==> src/rtl/mux2_arb_feeder_if.sv <==
// Handshake/bus bundle between the two input links, the feeder and the NoC mux.
interface mux2_arb_feeder_if #(
   parameter int DATA_PACKET_SIZE = 4
);
   logic                        in1_valid;
   logic [DATA_PACKET_SIZE-1:0] in1_data;
   logic                        in1_ready;
   logic                        in2_valid;
   logic [DATA_PACKET_SIZE-1:0] in2_data;
   logic                        in2_ready;
   logic [DATA_PACKET_SIZE-1:0] data_1;
   logic [DATA_PACKET_SIZE-1:0] data_2;
   logic                        select;
   logic                        out_valid;
   logic                        out_ready;

   modport master (
      output in1_valid, in1_data, in2_valid, in2_data, out_ready,
      input  in1_ready, in2_ready, data_1, data_2, select, out_valid
   );

   modport slave (
      input  in1_valid, in1_data, in2_valid, in2_data, out_ready,
      output in1_ready, in2_ready, data_1, data_2, select, out_valid
   );
endinterface

==> src/rtl/mux2_arb_feeder.sv <==
// Two per-port FIFOs feeding a NoC 2:1 mux, with a round-robin arbiter driving select.
// Optional per-port transfer counters are enabled by defining MUX2_ARB_GRANT_CNT_EN.
module mux2_arb_feeder #(
   parameter int DATA_PACKET_SIZE = 4,
   parameter int DEPTH            = 2
) (
   input  logic                  clk,
   input  logic                  reset,
   mux2_arb_feeder_if.slave      bus
`ifdef MUX2_ARB_GRANT_CNT_EN
   ,
   output logic [15:0]           grant_cnt_1,
   output logic [15:0]           grant_cnt_2
`else
`endif
);
   localparam int CNT_W = $clog2(DEPTH + 1);
   localparam int PTR_W = $clog2(DEPTH);
   localparam int W     = DATA_PACKET_SIZE;

   typedef enum logic [1:0] {
      IDLE   = 2'd0,
      GRANT1 = 2'd1,
      GRANT2 = 2'd2
   } state_t;

   state_t state_q, state_d;
   logic   last_q, last_d;
   logic   sel_q, sel_d;

   logic [1:0][DEPTH-1:0][W-1:0] mem_q, mem_d;
   logic [1:0][CNT_W-1:0]        cnt_q, cnt_d, occ_s;
   logic [1:0][PTR_W-1:0]        wr_q, wr_d, rd_q, rd_d;
   logic [1:0][W-1:0]            head_q, head_d;
   logic [1:0][W-1:0]            in_data_s;
   logic [1:0]                   in_valid_s, ready_s, push_s, pop_s;
   logic                         xfer_s;

   function automatic logic [PTR_W-1:0] ptr_inc(input logic [PTR_W-1:0] p);
      if (p == PTR_W'(DEPTH - 1)) begin
         return {PTR_W{1'b0}};
      end else begin
         return p + {{(PTR_W-1){1'b0}}, 1'b1};
      end
   endfunction

   assign in_valid_s = {bus.in2_valid, bus.in1_valid};
   assign in_data_s  = {bus.in2_data, bus.in1_data};

   assign ready_s[0] = (cnt_q[0] < CNT_W'(DEPTH));
   assign ready_s[1] = (cnt_q[1] < CNT_W'(DEPTH));
   assign push_s     = in_valid_s & ready_s;
   assign xfer_s     = (state_q != IDLE) && bus.out_ready;
   assign pop_s[0]   = xfer_s && (state_q == GRANT1);
   assign pop_s[1]   = xfer_s && (state_q == GRANT2);

   // Head register tracks the oldest entry; once empty it keeps the last popped value.
   always_comb begin
      mem_d  = mem_q;
      cnt_d  = cnt_q;
      wr_d   = wr_q;
      rd_d   = rd_q;
      head_d = head_q;
      occ_s  = '0;
      for (int p = 0; p < 2; p++) begin
         occ_s[p] = cnt_q[p] - {{(CNT_W-1){1'b0}}, pop_s[p]};
         if (push_s[p]) begin
            mem_d[p][wr_q[p]] = in_data_s[p];
            wr_d[p]           = ptr_inc(wr_q[p]);
         end else begin
            wr_d[p] = wr_q[p];
         end
         if (pop_s[p]) begin
            rd_d[p] = ptr_inc(rd_q[p]);
         end else begin
            rd_d[p] = rd_q[p];
         end
         cnt_d[p] = occ_s[p] + {{(CNT_W-1){1'b0}}, push_s[p]};
         if (occ_s[p] != {CNT_W{1'b0}}) begin
            head_d[p] = mem_q[p][rd_d[p]];
         end else if (push_s[p]) begin
            head_d[p] = in_data_s[p];
         end else begin
            head_d[p] = head_q[p];
         end
      end
   end

   // Arbitration uses post-pop occupancy only, so a fresh push waits one edge.
   always_comb begin
      state_d = state_q;
      last_d  = last_q;
      sel_d   = sel_q;
      if ((state_q == IDLE) || xfer_s) begin
         case ({occ_s[1] != {CNT_W{1'b0}}, occ_s[0] != {CNT_W{1'b0}}})
            2'b11: begin
               if (last_q) begin
                  state_d = GRANT1;
                  last_d  = 1'b0;
                  sel_d   = 1'b0;
               end else begin
                  state_d = GRANT2;
                  last_d  = 1'b1;
                  sel_d   = 1'b1;
               end
            end
            2'b01: begin
               state_d = GRANT1;
               last_d  = 1'b0;
               sel_d   = 1'b0;
            end
            2'b10: begin
               state_d = GRANT2;
               last_d  = 1'b1;
               sel_d   = 1'b1;
            end
            default: begin
               state_d = IDLE;
            end
         endcase
      end else begin
         state_d = state_q;
      end
   end

   always_ff @(posedge clk or negedge reset) begin
      if (!reset) begin
         state_q <= IDLE;
         last_q  <= 1'b1;
         sel_q   <= 1'b0;
         mem_q   <= '0;
         cnt_q   <= '0;
         wr_q    <= '0;
         rd_q    <= '0;
         head_q  <= '0;
      end else begin
         state_q <= state_d;
         last_q  <= last_d;
         sel_q   <= sel_d;
         mem_q   <= mem_d;
         cnt_q   <= cnt_d;
         wr_q    <= wr_d;
         rd_q    <= rd_d;
         head_q  <= head_d;
      end
   end

   assign bus.in1_ready = ready_s[0];
   assign bus.in2_ready = ready_s[1];
   assign bus.data_1    = head_q[0];
   assign bus.data_2    = head_q[1];
   assign bus.select    = sel_q;
   assign bus.out_valid = (state_q != IDLE);

`ifdef MUX2_ARB_GRANT_CNT_EN
   logic [1:0][15:0] gcnt_q;

   // Saturating per-port transfer counters.
   always_ff @(posedge clk or negedge reset) begin
      if (!reset) begin
         gcnt_q <= '0;
      end else begin
         for (int p = 0; p < 2; p++) begin
            if (pop_s[p] && (gcnt_q[p] != 16'hFFFF)) begin
               gcnt_q[p] <= gcnt_q[p] + 16'd1;
            end else begin
               gcnt_q[p] <= gcnt_q[p];
            end
         end
      end
   end

   assign grant_cnt_1 = gcnt_q[0];
   assign grant_cnt_2 = gcnt_q[1];
`else
`endif
endmodule

==> src/flat_wrapper.sv <==
// flat-port wrapper written by rule: the top's interface ports become plain ports
module mux2_arb_feeder_flat 
#(
   parameter int DATA_PACKET_SIZE = 4,
   parameter int DEPTH            = 2
)
  (clk, reset, bus_in1_valid, bus_in1_data, bus_in2_valid, bus_in2_data, bus_out_ready, bus_in1_ready, bus_in2_ready, bus_data_1, bus_data_2, bus_select, bus_out_valid);
  mux2_arb_feeder_if #(.DATA_PACKET_SIZE(DATA_PACKET_SIZE)) bus_i ();
  input  logic clk;
  input  logic reset;
  input wire logic [$bits(bus_i.in1_valid)-1:0] bus_in1_valid;
  input wire logic [$bits(bus_i.in1_data)-1:0] bus_in1_data;
  input wire logic [$bits(bus_i.in2_valid)-1:0] bus_in2_valid;
  input wire logic [$bits(bus_i.in2_data)-1:0] bus_in2_data;
  input wire logic [$bits(bus_i.out_ready)-1:0] bus_out_ready;
  output wire logic [$bits(bus_i.in1_ready)-1:0] bus_in1_ready;
  output wire logic [$bits(bus_i.in2_ready)-1:0] bus_in2_ready;
  output wire logic [$bits(bus_i.data_1)-1:0] bus_data_1;
  output wire logic [$bits(bus_i.data_2)-1:0] bus_data_2;
  output wire logic [$bits(bus_i.select)-1:0] bus_select;
  output wire logic [$bits(bus_i.out_valid)-1:0] bus_out_valid;
  assign bus_i.in1_valid = bus_in1_valid;
  assign bus_i.in1_data = bus_in1_data;
  assign bus_i.in2_valid = bus_in2_valid;
  assign bus_i.in2_data = bus_in2_data;
  assign bus_i.out_ready = bus_out_ready;
  assign bus_in1_ready = bus_i.in1_ready;
  assign bus_in2_ready = bus_i.in2_ready;
  assign bus_data_1 = bus_i.data_1;
  assign bus_data_2 = bus_i.data_2;
  assign bus_select = bus_i.select;
  assign bus_out_valid = bus_i.out_valid;
  mux2_arb_feeder #(.DATA_PACKET_SIZE(DATA_PACKET_SIZE), .DEPTH(DEPTH)) u_core (.clk(clk), .reset(reset), .bus(bus_i));
endmodule
==> config.mk <==
export PLATFORM = sky130hd
export DESIGN_NAME = mux2_arb_feeder_flat
export DESIGN_NICKNAME = d
export VERILOG_FILES = /design/src/rtl/mux2_arb_feeder_if.sv /design/src/rtl/mux2_arb_feeder.sv /design/src/flat_wrapper.sv
export SDC_FILE = /design/constraint.sdc
export NUM_CORES = 1
export LEC_CHECK = 0
export BUFFER_PORTS_ARGS = -buffer_cell sky130_fd_sc_hd__buf_2
export CAP_MARGIN = 20
export CORE_AREA = 8 8 65 67
export DETAILED_ROUTE_END_ITERATION = 7
export DIE_AREA = 0 0 73 75
export PLACE_DENSITY = 0.88
export SLEW_MARGIN = 10
export SYNTH_ARGS = -nofsm -noshare
export SYNTH_HDL_FRONTEND = slang
export SYNTH_SLANG_ARGS = --single-unit
export TNS_END_PERCENT = 30
==> constraint.sdc <==
create_clock -name clk -period 6 [get_ports clk]
set_input_delay 0.9 -clock clk [delete_from_list [all_inputs] [get_ports clk]]
set_output_delay 0.9 -clock clk [all_outputs]
set_load 0.05 [all_outputs]
==> metrics.csv, run 1 <==
metric,value,unit
status,"finished, final reports clean",
slowest_delay,0.37,ns
drtIter0Drc,41,
fin_worst_skew,0.009693,ns
rsz0062_at_grt,false,
setup_slack,3.413,ns
report.final.slew_viol_count,0,
start_util,0.5803,
synth_area_leaders,"dfrtp_1 47%, mux2_2 14%, mux2i_1 4.8%",
ys_ff_latch,36,
dieArea,5475,um^2
areaGrowthSynthToFinish,10.81,%
final-setup-viol-count,0,
clkSinkCount,36,
postCtsHoldBufs,0,
fp.dieW,73,um
cp_cell_sequence,buf_2 -> nand3b_1 -> inv_1 -> ha_1 -> xnor2_1 -> nand2_1 -> ha_1 -> nand2_1 -> o21ai_0 -> mux2_2,
grtUsageTotal,0.1531,
p_per_area,637.8,nW/um^2
synth.most_common_cell,dfrtp_1,
syn_area,1876,um^2
vias,1254,
cts_max_path_buffers,2,
rr_worst_depth,9,
yosysSeqAreaShare,0.4810,
crit_required,6.23,ns
first_pass_iters,4,
fin_area,2078,um^2
reg2reg_from,u_core.state_q[0]$_DFFE_PN0P_,
overflow,0,
place.gp.congestion,0.8060,
fin_crit,2.587,ns
clk_latency,0.35,ns
synthArstFlopShare,1.000,
cts-resized-gates,0,
syn_inst,157,
layout-drive-gt1-share,0.3279,
grt_pass1_vias,1376,
h-tree-depth,2,
whs,0.4890,ns
numCtsBuffers,5,
antenna_cells,0,
die_h,75,um
timing.final.hold_violations,0,
finalPower,1.325,mW
synth_fp_nets,177,
hp-start,u_core.wr_q[1]$_DFFE_PN0P_,
vias_per_cell,5.476,
maxSlewHeadroom,0.4832,
cp-start-kind,primary input,
cts_root_buf,clkbuf_4,
cp-end-kind,flop,
cts_setup_buffers,0,
hold_class,reg2reg,
worst_slew_pin_slew,0.7752,ns
wl,3694,um
holdPathEnd,u_core.wr_q[1]$_DFFE_PN0P_,
leakage,1.014,nW
rrSetupSlack,3.66,ns
vdd.ir_drop.worst,0.2740,mV
grt_max_degree,37,
synth_cell_types,33,
post-route-period-util,0.4312,
place_hpwl,2807,um
grt_pass1_wl,6306,um
synth_edf_count,0,
synth_top_area_cell,dfrtp_1,
rr_endpoint,u_core.bus.select$_DFFE_PN0P_,
yosysTopAreaCellShare,0.4670,
pre_cts_slack,3.037,ns
fin_setup_tns,0,ns
numPortBuffers,24,
worstSetupPathType,in2reg,
hold_depth,1,
rows,21,
wire_per_inst,16.13,um
num_io_pins,25,
syn_avg_cell_area,11.95,um^2
core-area,3232,um^2
worstPathArrival,2.82,ns
worstPathMaxFanout,6,
synth-main-ff-cell,dfrtp_1,
slowest_stage,xnor2_1,
maxCapViolCount,0,
fin_nets,203,
timing.fmax,386.5,MHz
antenna_found_initial,0,
fillCellCount,262,
cts_tree,built,
synth_commonest_cells,"35 x dfrtp_1, 23 x mux2_2, 12 x inv_1, 9 x mux2i_1, 8 x nand2_1",
drc,0,
placed_cell_area,2032,um^2
cts.clk_slew.worst_paths,0.09,ns
ant_nets,0,
ys_warn_count,0,
[through the flow]
stage               cells    util
floorplan             157       -
global placement      222  0.6287
detailed placement    222  0.6287
CTS                   229  0.6431
global route          229  0.6431
finish                229  0.6431
[sequential cells by signal, summed over array words and instances, names as in the netlist]
name and flops:
u_core.mem_q 16, u_core.bus.data_1 4, u_core.bus.data_2 4, u_core.cnt_q 4, u_core.rd_q 2, u_core.state_q 2, u_core.wr_q 2, u_core.bus.select 1
u_core.last_q 1
[worst max path at each step]
stage                        startpoint                             to  slack [ns]  depth (start not counted)
after CTS                 bus_out_ready  u_core.bus.select$_DFFE_PN0P_        3.42                         10
final                     bus_out_ready  u_core.bus.select$_DFFE_PN0P_        3.41                         10
after floorplan           bus_out_ready  u_core.bus.select$_DFFE_PN0P_        3.41                          9
after detailed placement  bus_out_ready  u_core.bus.select$_DFFE_PN0P_        3.04                         10
after global routing      bus_out_ready  u_core.bus.select$_DFFE_PN0P_        3.25                         10
after global placement    bus_out_ready  u_core.bus.select$_DFFE_PN0P_        3.19                         10
[final cells by class]
type                    instances  area, um^2  share of cell area
repair buffers                 24       120.1             0.05780
flip-flops and latches         36       902.1              0.4341
inverters                      12       45.04             0.02167
clock buffers                   6       41.29             0.01987
clock inverters                 1       5.005            0.002408
multi-input cells             104       907.1              0.4365
well taps                      46       57.56             0.02769
[cells in the final DEF (no fill, tap or decap), types with 5 or more instances in the layout]
cell type,instances
a21oi_1,5
and2b_1,6
buf_2,24
clkbuf_4,5
dfrtp_1,35
ha_1,7
inv_1,12
mux2_2,23
mux2i_1,9
nand2_1,8
o21ai_0,5
[power by group]
part / total (mW) / internal, mW / switching (mW)
sequential: 0.466 / 0.378 / 0.0889
combinational: 0.740 / 0.308 / 0.432
clock: 0.119 / 0.0431 / 0.0761
total: 1.33 / 0.728 / 0.597
[kinds of logic (layout without fill, tap and decap cells)]
group / after synthesis / count (layout) / synth area share
flops: 36 / 36 / 0.4810
mux: 34 / 34 / 0.1981
compound gates: 31 / 31 / 0.1134
simple gates: 24 / 24 / 0.07405
buf+inv: 17 / 43 / 0.03535
xor+xnor: 8 / 8 / 0.05137
fa+ha+maj: 7 / 7 / 0.04670
[critical path, delay by kind of cell]
family	cells	cell delay (ns)
simple gates	3	0.46
compound gates	1	0.08
mux	1	0.26
buf+inv	2	0.18
xor+xnor	1	0.37
fa+ha+maj	2	0.57
[metal layers]
layer,global-route usage,vias up,wire length (um)
li1,-,606,-
met1,0.1655,612,1524
met2,0.2552,28,1876
met3,0.06125,8,224
met4,0.07778,0,69
met5,0,-,0
Power figures use the tool's default switching activity.
==> run 2: changes to the inputs <==
- CORE_AREA: 8 8 65 67 -> 8 8 70 72
- DIE_AREA: 0 0 73 75 -> 0 0 78 80
- PLACE_DENSITY: 0.88 -> 0.8
- clock period: 6 -> 2.3 ns (I/O delays scaled with it)
==> run 2 against run 1 <==
Global-route usage shrank 2.8 points; hold slack lost 0.35 ns; wire length shrank 4.5%; final cell count grew 4.4%; first-iteration DRC count shrank 39%; sequential power grew to 2.6 times the previous value; combinational power grew to 2.7 times the previous value; count of clock-buffer cells in the layout is the same.
==> metrics.csv, run 2 (synthesized netlist as in run 1, its figures left out) <==
metric,value,unit,change
met3_usage,0.05180,,-0.009450
pre_cts_slack,0.07423,ns,-2.963 ns
worstPathMaxFanout,4,,-2
crit_family,adder cells,,
grtUsageMet1,0.1342,,-0.03125
layout_commonest_cell,dfrtp_1,,
hold_class,in2async,,
grt_pass1_wl,6161,um,-2.3%
cp_cell_sequence,and3b_2 -> ha_1 -> xnor2_2 -> nand2_1 -> ha_1 -> nand2_1 -> o21ai_0 -> mux2_2,,
placed_cell_area,2074,um^2,+2.1%
grt_use_met2,0.2105,,-0.04469
leakage,1.070,nW,+5.5%
wire_per_inst,14.76,um,-8.5%
p_per_area,1716,nW/um^2,+170%
postCtsHoldBufs,0,,unchanged
worstSetupPathType,reg2reg,,
cts_tree,built,,
fin_setup_tns,0,ns,unchanged
cts_max_path_buffers,2,,unchanged
fin_area,2190,um^2,+5.4%
busiest_layer,met2,,
seq_area,902.1,um^2,unchanged
dieArea,6240,um^2,+14%
vdd.ir_drop.worst,0.8316,mV,+200%
ant_nets,0,,unchanged
place.gp.congestion,0.7479,,-7.2%
fin_worst_skew,0.007161,ns,-0.002532 ns
die_h,80,um,+6.7%
rsz0062_at_grt,false,,
final-setup-viol-count,0,,unchanged
core-area,3856,um^2,+19%
stdcell_count,239,,+4.4%
cts.clk_slew.worst_paths,0.07,ns,-0.02 ns
timing.final.hold_violations,0,,unchanged
finalPower,3.758,mW,+180%
numPortBuffers,24,,unchanged
maxSlewHeadroom,0.4717,,-0.01153
drc,0,,unchanged
worst_slew_pin_slew,0.7925,ns,+0.01730 ns
first_pass_iters,4,,unchanged
maxCapViolCount,0,,unchanged
vias_per_cell,5.201,,-5.0%
dp_cells,231,,+4.1%
numCtsBuffers,5,,unchanged
antenna_cells,0,,unchanged
timing.fmax,461.0,MHz,
worstPathArrival,2.34,ns,-0.48 ns
fillCellCount,335,,+28%
regMostFlops,u_core.mem_q,,
clkSinkCount,36,,unchanged
start_util,0.4864,,-0.09396
grtUsageTotal,0.1253,,-0.02774
layout_common_cells,"35 x dfrtp_1, 24 x buf_2, 23 x mux2_2, 12 x inv_1, 9 x mux2i_1",,
place_hpwl,2561,um,-8.8%
num_io_pins,25,,unchanged
clk_latency,0.29,ns,-0.06 ns
crit_required,2.47,ns,-3.76 ns
status,"finished, final reports clean",,
fin_nets,208,,+2.5%
cts_root_buf,clkbuf_8,,
layout-drive-gt1-share,0.3545,,+0.02663
crit_buf_inv,0,,-2
fin_crit,2.169,ns,
largest_register_ff_count,16,,unchanged
rows,23,,+9.5%
report.final.slew_viol_count,0,,unchanged
slowest_stage,dfrtp_1,,
overflow,0,,unchanged
slowest_delay,0.40,ns,+0.03 ns
cp-start-kind,flop,,
fp.dieW,78,um,+6.8%
multi_input_area,914.6,um^2,+0.83%
areaGrowthSynthToFinish,16.74,%,
wl,3528,um,-4.5%
h-tree-depth,2,,unchanged
setup_slack,0.1309,ns,-3.282 ns
grt_max_degree,37,,unchanged
grt_pass1_vias,1358,,-1.3%
antenna_found_initial,0,,unchanged
drtIter0Drc,25,,-39%
post-route-period-util,0.9431,,
vias,1243,,-0.88%
cp-end-kind,flop,,
## run 2: metrics by stage
stage                       util  hold slack, ns
final                     0.5678          0.1349
after global routing      0.5678          0.2084
after CTS                 0.5659          0.1589
after detailed placement  0.5380          0.4798
after global placement    0.5380          0.4723
after floorplan                -         0.04941
## run 2: path summary, 6_finish.rpt
path / cells after the start / end / startpoint / slack [ns]
min reg2reg: 1 / u_core.wr_q[1]$_DFFE_PN0P_ / u_core.wr_q[1]$_DFFE_PN0P_ / 0.49
min in group clk: 2 / u_core.mem_q[14]$_DFFE_PN0P_ / bus_in2_data[2] / 0.32
max in group asynchronous: 1 / u_core.state_q[1]$_DFFE_PN0P_ / reset / 1.66
max reg2reg: 8 / u_core.bus.select$_DFFE_PN0P_ / u_core.state_q[0]$_DFFE_PN0P_ / 0.13
min: 1 / u_core.cnt_q[1]$_DFF_PN0_ / reset / 0.13
max: 8 / u_core.bus.select$_DFFE_PN0P_ / u_core.state_q[0]$_DFFE_PN0P_ / 0.13
## run 2: repair_timing
action                                  in CTS  in global routing
endpoints found under the setup margin       0                  1
gates resized for setup                      0                  1
setup buffers                                0                  0
## run 2: where the power goes
part / total [mW] / internal [mW] / switching (mW)
Combinational: 2.01 / 0.878 / 1.13
Sequential: 1.21 / 0.987 / 0.221
Clock: 0.543 / 0.321 / 0.221
## run 2: cell type report
cell class,instances,area share
multi-input cells,104,0.4177
flip-flops and latches,36,0.4120
repair buffers,29,0.07200
clock buffers,6,0.03314
well taps,50,0.02857
inverters,12,0.02057
clock inverters,2,0.01600
## run 2: worst reg2reg max path: stages, from the launching register on
cell	delay, ns
dfrtp_1	0.40
and3b_2	0.26
ha_1	0.25
xnor2_2	0.21
nand2_1	0.13
ha_1	0.35
nand2_1	0.10
o21ai_0	0.09
mux2_2	0.26
## run 2: metal layers
metal,part of all wire,vias up
li1,-,614
met1,0.44,595
met2,0.48,28
met3,0.061,6
met4,0.017,0
met5,0,-
